## config.mk

```make
export PLATFORM = sky130hd
export DESIGN_NAME = comparer_multicycle
export DESIGN_NICKNAME = d
export VERILOG_FILES = /design/src/rtl/comparer_pkg.sv /design/src/rtl/digit_compare.sv /design/src/rtl/comparer_multicycle.sv
export SDC_FILE = /design/constraint.sdc
export NUM_CORES = 1
export LEC_CHECK = 0
export CAP_MARGIN = 20
export CORE_MARGIN = 5
export CORE_UTILIZATION = 45
export CTS_CLUSTER_DIAMETER = 40
export CTS_CLUSTER_SIZE = 24
export DETAILED_ROUTE_END_ITERATION = 16
export HOLD_SLACK_MARGIN = 0.03
export PLACE_DENSITY = 0.74
export SLEW_MARGIN = 10
export SYNTH_ARGS = -nofsm -noshare
export SYNTH_HDL_FRONTEND = slang
export SYNTH_SLANG_ARGS = --single-unit
```

## constraint.sdc

```tcl
create_clock -name clk -period 2.4 [get_ports clk]
set_input_delay 0.36 -clock clk [delete_from_list [all_inputs] [get_ports clk]]
set_output_delay 0.36 -clock clk [all_outputs]
set_load 0.1 [all_outputs]
```

## src/rtl/comparer_pkg.sv

```systemverilog
// Shared types and sizing helpers for the multi-cycle operand comparer.
package comparer_pkg;

   typedef enum logic [1:0] {
      IDLE = 2'd0,
      SCAN = 2'd1,
      DONE = 2'd2
   } state_t;

   function automatic int unsigned num_digits(input int unsigned width,
                                              input int unsigned digit);
      return width / digit;
   endfunction

   // Index counter width; a single-digit scan still needs a 1-bit counter.
   function automatic int unsigned idx_width(input int unsigned n);
      return (n > 1) ? $clog2(n) : 1;
   endfunction

endpackage

```

## src/rtl/digit_compare.sv

```systemverilog
// Combinational equality and unsigned less-than for one DIGIT-bit slice.
module digit_compare #(
   parameter int unsigned DIGIT = 8
) (
   input  logic [DIGIT-1:0] i_a,
   input  logic [DIGIT-1:0] i_b,
   output logic             o_eq_c,
   output logic             o_lt_c
);

   assign o_eq_c = (i_a == i_b);
   assign o_lt_c = (i_a <  i_b);

endmodule

```

## src/rtl/comparer_multicycle.sv

```systemverilog
// MSB-first digit-serial comparer producing eq / signed lt / unsigned lt
// between the operand read stage and branch/SLT writeback.
module comparer_multicycle
   import comparer_pkg::*;
#(
   parameter int unsigned WIDTH = 32,
   parameter int unsigned DIGIT = 8
) (
   input  logic             clk,
   input  logic             reset,
   input  logic             in_valid,
   output logic             in_ready,
   input  logic [WIDTH-1:0] a,
   input  logic [WIDTH-1:0] b,
   output logic             out_valid,
   input  logic             out_ready,
   output logic             eql,
   output logic             slt,
   output logic             sltu
);

   localparam int unsigned     N        = num_digits(WIDTH, DIGIT);
   localparam int unsigned     IDX_W    = idx_width(N);
   localparam logic [IDX_W-1:0] IDX_LAST = IDX_W'(N - 1);

   state_t           r_state;
   state_t           w_state_nxt;
   logic [WIDTH-1:0] r_a;
   logic [WIDTH-1:0] r_b;
   logic [WIDTH-1:0] w_a_nxt;
   logic [WIDTH-1:0] w_b_nxt;
   logic [IDX_W-1:0] r_idx;
   logic [IDX_W-1:0] w_idx_nxt;
   logic             r_eql;
   logic             r_slt;
   logic             r_sltu;
   logic             w_eql_nxt;
   logic             w_slt_nxt;
   logic             w_sltu_nxt;
   logic             r_in_ready;
   logic             r_out_valid;

   logic [WIDTH-1:0] w_a_sh;
   logic [WIDTH-1:0] w_b_sh;
   logic [DIGIT-1:0] w_dig_a;
   logic [DIGIT-1:0] w_dig_b;
   logic             w_dig_eq;
   logic             w_dig_lt;
   logic             w_accept;
   logic             w_sign_diff;

   // Select the digit currently under scan from the captured operands.
   assign w_a_sh      = r_a >> (DIGIT * 32'(r_idx));
   assign w_b_sh      = r_b >> (DIGIT * 32'(r_idx));
   assign w_dig_a     = w_a_sh[DIGIT-1:0];
   assign w_dig_b     = w_b_sh[DIGIT-1:0];
   assign w_accept    = in_valid & r_in_ready;
   assign w_sign_diff = r_a[WIDTH-1] ^ r_b[WIDTH-1];

   digit_compare #(
      .DIGIT (DIGIT)
   ) u_digit_compare (
      .i_a    (w_dig_a),
      .i_b    (w_dig_b),
      .o_eq_c (w_dig_eq),
      .o_lt_c (w_dig_lt)
   );

   always_ff @(posedge clk) begin
      if (reset) begin
         r_state <= IDLE;
      end else begin
         r_state <= w_state_nxt;
      end
   end

   always_comb begin
      w_state_nxt = r_state;
      w_a_nxt     = r_a;
      w_b_nxt     = r_b;
      w_idx_nxt   = r_idx;
      w_eql_nxt   = r_eql;
      w_slt_nxt   = r_slt;
      w_sltu_nxt  = r_sltu;

      case (r_state)
         IDLE: begin
            if (w_accept) begin
               w_a_nxt     = a;
               w_b_nxt     = b;
               w_idx_nxt   = IDX_LAST;
               w_eql_nxt   = 1'b0;
               w_slt_nxt   = 1'b0;
               w_sltu_nxt  = 1'b0;
               w_state_nxt = SCAN;
            end
         end
         SCAN: begin
            if (!w_dig_eq) begin
               // First differing digit decides; opposite signs override magnitude.
               w_sltu_nxt  = w_dig_lt;
               w_slt_nxt   = w_sign_diff ? r_a[WIDTH-1] : w_dig_lt;
               w_eql_nxt   = 1'b0;
               w_state_nxt = DONE;
            end else if (r_idx == '0) begin
               w_eql_nxt   = 1'b1;
               w_slt_nxt   = 1'b0;
               w_sltu_nxt  = 1'b0;
               w_state_nxt = DONE;
            end else begin
               w_idx_nxt   = r_idx - IDX_W'(1);
            end
         end
         DONE: begin
            if (out_ready) begin
               w_state_nxt = IDLE;
            end
         end
         default: begin
            w_state_nxt = IDLE;
         end
      endcase
   end

   // Datapath and handshake registers; ready/valid follow the next state.
   always_ff @(posedge clk) begin
      if (reset) begin
         r_a         <= '0;
         r_b         <= '0;
         r_idx       <= IDX_LAST;
         r_eql       <= 1'b0;
         r_slt       <= 1'b0;
         r_sltu      <= 1'b0;
         r_in_ready  <= 1'b0;
         r_out_valid <= 1'b0;
      end else begin
         r_a         <= w_a_nxt;
         r_b         <= w_b_nxt;
         r_idx       <= w_idx_nxt;
         r_eql       <= w_eql_nxt;
         r_slt       <= w_slt_nxt;
         r_sltu      <= w_sltu_nxt;
         r_in_ready  <= (w_state_nxt == IDLE);
         r_out_valid <= (w_state_nxt == DONE);
      end
   end

   assign in_ready  = r_in_ready;
   assign out_valid = r_out_valid;
   assign eql       = r_eql;
   assign slt       = r_slt;
   assign sltu      = r_sltu;

endmodule

```

Yosys cells after proc, flatten, opt, wreduce, memory -nomap -nowiden. Index checks and enable logic that the tools add are counted.

Bits in registers: 73. Bits of input ports: 68. Output and inout port bits: 5. Logic and storage cells: 49.

Add/subtract/negate cells: 1. $lt $le $gt $ge: 1. Eq/ne operators: 8. Shift-type cells: 2. Mux-type cells: 19. Bitwise logic cells: 2. Reduce and logical (&&, ||, !) cells: 7.

Operators by type and width (number): 32-bit by 5-bit right shift with 8-bit output (2); 2-bit two-way mux (7); 8-bit equality test (1); 8-bit less-than comparator (1); 1-bit two-way mux (7); 2-bit zero test (3); 2-bit != test, second input constant (3); 1-bit case mux with 2 select lines (3); 2-bit case mux with 3 select lines (1); 2-bit equality test, second input constant (2); 2-bit case mux with 2 select lines (1); 4-bit AND reduction (1); 3-bit != test, second input constant (1); 3-bit AND reduction (1); 2-bit by 1-bit equality test with 1-bit output, second input constant (1); 2-bit AND reduction (1); 2-bit nonzero test (1); 2-bit by 1-bit subtractor with 2-bit output, second input constant (1); 1-bit AND (1); 1-bit bitwise XOR (1).

Logic depth before layout (Yosys ltp).
Depth after elaboration: 5. Depth in mapped cells: 10. Mapped depth without buffers: 8.

Cells and area by module. From an unflattened synthesis, not the netlist that was laid out.

Cells, all modules: 368. Area, all modules: 3216.8 µm².

By module, submodules not included: comparer_multicycle (times used 1, cells each 341, area an instance 3014.1 µm², seq. area each 1461.4 µm²); digit_compare (times used 1, cells each 27, area an instance 202.7 µm², seq. area each 0.0 µm²).

Worst setup path after synthesis. Ideal clock, no wire load.

Kind: register -> register. From: reg r_idx[0]. To: reg r_slt, in the netlist slt. Setup time: 0.095 ns. Arrival time: 2.532 ns. Required time: 2.305 ns. Slack: -0.227 ns. Stages on the path, launching flop included: 10. Path buffers: 2. Clock period less this slack: 2.627 ns. Cell sequence: dfxtp_1 buf_2 buf_4 mux4_2 ha_1 nand4_2 o21ai_2 or2_0 a2111o_1 o311ai_1.

Word-level cells in the longest chain between the ends: 5. Elaborated cells on any way between the ends: 10. Classes of those cells: order compare (1); eq/ne (2); shift (2); mux (3); reduce/logical (2).

Ends and longest elaborated chain: start: declaration (line comparer_multicycle.sv:32) `logic [IDX_W-1:0] r_idx;`; start signal: assignment (line comparer_multicycle.sv:139) `r_idx <= w_idx_nxt;`; 32-bit by 5-bit right shift with 8-bit output, on equally long branches (line comparer_multicycle.sv:53, comparer_multicycle.sv:54); 8-bit less-than comparator (line digit_compare.sv:12) `assign o_lt_c = (i_a < i_b);`; 1-bit two-way mux (line comparer_multicycle.sv:102) `w_slt_nxt = w_sign_diff ? r_a[WIDTH-1] : w_dig_lt;`; 1-bit two-way mux (line comparer_multicycle.sv:99) `if (!w_dig_eq) begin`; 1-bit case mux with 2 select lines (line comparer_multicycle.sv:86) `case (r_state)`; end signal: assignment (line comparer_multicycle.sv:141) `r_slt <= w_slt_nxt;`; end: declaration (line comparer_multicycle.sv:35) `logic r_slt;`.

Several ways; a longest one is shown, not always the timed one. A chain may end at the register's enable or synchronous reset.

Worst setup path after layout.
From: reg r_idx[0]. To: reg r_sltu, in the netlist sltu.

Word-level cells in the longest chain between the ends: 4. Elaborated cells on any way between the ends: 9. Classes of those cells: order compare (1); eq/ne (2); shift (2); mux (2); reduce/logical (2).

Ends and longest elaborated chain: 32-bit by 5-bit right shift with 8-bit output, on equally long branches (line comparer_multicycle.sv:53, comparer_multicycle.sv:54); 8-bit less-than comparator / 8-bit equality test (equally long branches) (line digit_compare.sv:12, digit_compare.sv:11); 1-bit two-way mux / 3-bit != test (equally long branches); 1-bit case mux with 2 select lines / 3-bit AND reduction (equally long branches); end signal: assignment (line comparer_multicycle.sv:142) `r_sltu <= w_sltu_nxt;`; end: declaration (line comparer_multicycle.sv:36) `logic r_sltu;`.

Several ways; a longest one is shown, not always the timed one.

==> flow_metrics.tcl <==
set metrics [dict create \
    drt-total-wl_mm 7.82 \
    via_per_inst 5.09 \
    finalCriticalPeriod_ps 2370 \
    initialDrtViolationCount 110 \
    path_buf_inv 2 \
    drc 0 \
    die_area_um2 8930 \
    chipHeight_um 94.5 \
    io_pins 73 \
    grt_setup_unrepaired "true" \
    layout-drive-gt1-share 0.175 \
    cpPeakStageDelay_ps 510 \
    drv_cap 0 \
    seqCellArea_um2 1470 \
    finalSetupTns_ps 0 \
    areaGrowthSynthToFinish_pct 37.6 \
    timing.critical_path.fanout_max 6 \
    overflow 0 \
    slew_headroom 0.614 \
    critPathArrivalTime_ps 2650 \
    initial_utilization 0.468 \
    num_antenna_cells 0 \
    cp.required_ps 2680 \
    cellPowerDensity_nw_per_um2 694 \
    slowest_stage "mux4_2" \
    postLayoutCellArea_um2 4420 \
    ant_nets 0 \
    status "finished clean" \
    ys.warnings.count 0 \
    synth-seq-area-share 0.455 \
    cts_made_buffers 9 \
    gr-usage-all-layers 0.186 \
    drt_first_pass_iters 6 \
    clk_pin_slew_worst_paths_ps 80 \
    cts_buffer_depth 2 \
    syn_area_um2 3210 \
    htree_levels 3 \
    grt_pass1_wl_mm 12.7 \
    period_share 0.987 \
    grt_util_met3 0.0558 \
    ys_seq_elements 73 \
    grt_pass1_vias 2735 \
    multiInputGateArea_um2 1690 \
    postSynthCellCount 371 \
    grt_util_met2 0.302 \
    worst_path_dominant_cell_family "simple AND/OR/NAND/NOR gates" \
    wl_per_cell_um 14.4 \
    cts.sinks 73 \
    postSynthAreaPerCell_um2 8.66 \
    fin_nets 518 \
    core_um2 6870 \
    ys_types 27 \
    clock_latency_ps 350 \
    root_buffer "clkbuf_8" \
    place_area_um2 4100 \
    hp-class "register to register" \
    r2r_setup_slack_ps 30 \
    hold_viol 0 \
    dpl_worst_slack_ps -67.8 \
    worstSetupPathType "register to register" \
    yosys.area.top_type_share 0.455 \
    leakage_nw 1.61 \
    use_met1 0.232 \
    synth_fp_nets 448 \
    clock_skew_ps 10.1 \
    io_buffer_count 72 \
    place_hpwl_mm 5.53 \
    top_usage_layer "met2" \
    peakVddDrop_uv 334 \
    netlist_top_cells_area "dfxtp_1 (46%), nand2_1 (15%), a21oi_1 (12%)" \
    synth_largest_area_cell "dfxtp_1" \
    fp.dieW_um 94.5 \
    layout_commonest_cell "nand2_1" \
    mostFrequentLayoutCells "nand2_1 (131), a21oi_1 (72), dfxtp_1 (72), clkdlybuf4s50_1 (66), mux4_2 (16)" \
    final_max_slew_viol_count 0 \
    worstMarginPinSlew_ps 579 \
    finalSetupViolCount 0 \
    crit_path_cell_trace "buf_8 > mux4_2 > inv_2 > ha_4 > nor2b_4 > o211ai_2 > a21oi_2 > or4b_1 > a21oi_1" \
    cp-end-kind "register" \
    n_fill_cell 569 \
    fmax_mhz 422 \
    gp_routability_congestion 0.802 \
    grt_start_max_net_pins 66 \
    cp-start-kind "register" \
    cts_tree "built" \
    antenna_found_initial 0 \
    num_vias 2760 \
    setup_ws_ps 32.1 \
    rows 30 \
]
==> synth_stat cells (all sizes together) <==
master	number
nand4	2
o21ai	1
nand3	3
nor4	1
or4b	1
nand2	131
o31ai	1
nand2b	2
nor3	2
or2	3
nor2	5
a2111o	1
a21oi	74
and3	2
or3b	1
inv	12
buf	15
o311ai	1
clkbuf	12
o211ai	1
dfxtp	73
ha	9
nor2b	2
mux4	16
==> cell type report <==
cell class	instances	area share
timing repair buffer	86	0.197
tap	96	0.0272
sequential	73	0.331
clock buffer	11	0.0342
multi-input combinational	259	0.383
inverter	12	0.0102
clock inverter	5	0.0175
==> final timing paths <==
check / from / to / depth (start not counted)
worst max-delay path: r_idx[0]$_SDFFE_PP1P_ / sltu$_SDFFE_PP0P_ / 9
worst min-delay path: eql$_SDFFE_PP0P_ / eql$_SDFFE_PP0P_ / 2
worst max register to register: r_idx[0]$_SDFFE_PP1P_ / sltu$_SDFFE_PP0P_ / 9
worst min register to register: eql$_SDFFE_PP0P_ / eql$_SDFFE_PP0P_ / 2
==> sequential cells by signal, summed over array words and instances (netlist names) <==
signal     cells
slt            1
eql            1
r_idx          2
r_state        2
r_a           32
sltu           1
r_b           32
out_valid      1
in_ready       1
==> worst register-to-register path, stage by stage, from the launching register on <==
cell,delay [ps]
dfxtp_4,370
buf_8,130
mux4_2,510
inv_2,100
ha_4,220
nor2b_4,120
o211ai_2,140
a21oi_2,80
or4b_1,500
a21oi_1,130
==> cell families (layout without fill, tap and decap cells) <==
logic type / Yosys count / in the layout / synth area share
AOI/OAI and AO/OA: 79 / 79 / 0.132
DFF: 73 / 73 / 0.455
adders and majority gates: 9 / 9 / 0.0351
buffers and inverters: 39 / 114 / 0.0565
muxes: 16 / 16 / 0.112
and+or+nand+nor: 155 / 155 / 0.209
==> report_power, final <==
group,internal (W),total (W),switching [W]
logic,0.000311,0.000635,0.000325
clock network,0.000638,0.00109,0.000453
registers,0.00129,0.00134,0.0000490
==> per-stage QoR <==
stage / hold WS (ps) / instances / total power, W / util
2_1_floorplan: 433 / 371 / 0.00176 / -
3_5_place_dp: 433 / 521 / 0.00196 / 0.597
6_report: 445 / 542 / 0.00307 / 0.644
5_1_grt: 475 / 542 / 0.00321 / 0.644
4_1_cts: 445 / 539 / 0.00305 / 0.635
3_3_place_gp: 436 / 521 / 0.00195 / 0.597
==> per-layer routing <==
metal  vias to the layer above  part of all wire
li1                       1381                 -
met1                      1304              0.44
met2                        63              0.50
met3                        12             0.045
met4                         0             0.020
met5                         -                 0
==> repair_timing <==
action / 4_1_cts / 5_1_grt
hold buffers: 0 / 0
setup endpoints to repair: 4 / 4
resized for setup: 8 / 10
buffers inserted: 2 / 3
pin swaps: 2 / 5
(Power assumes the default switching activity.)
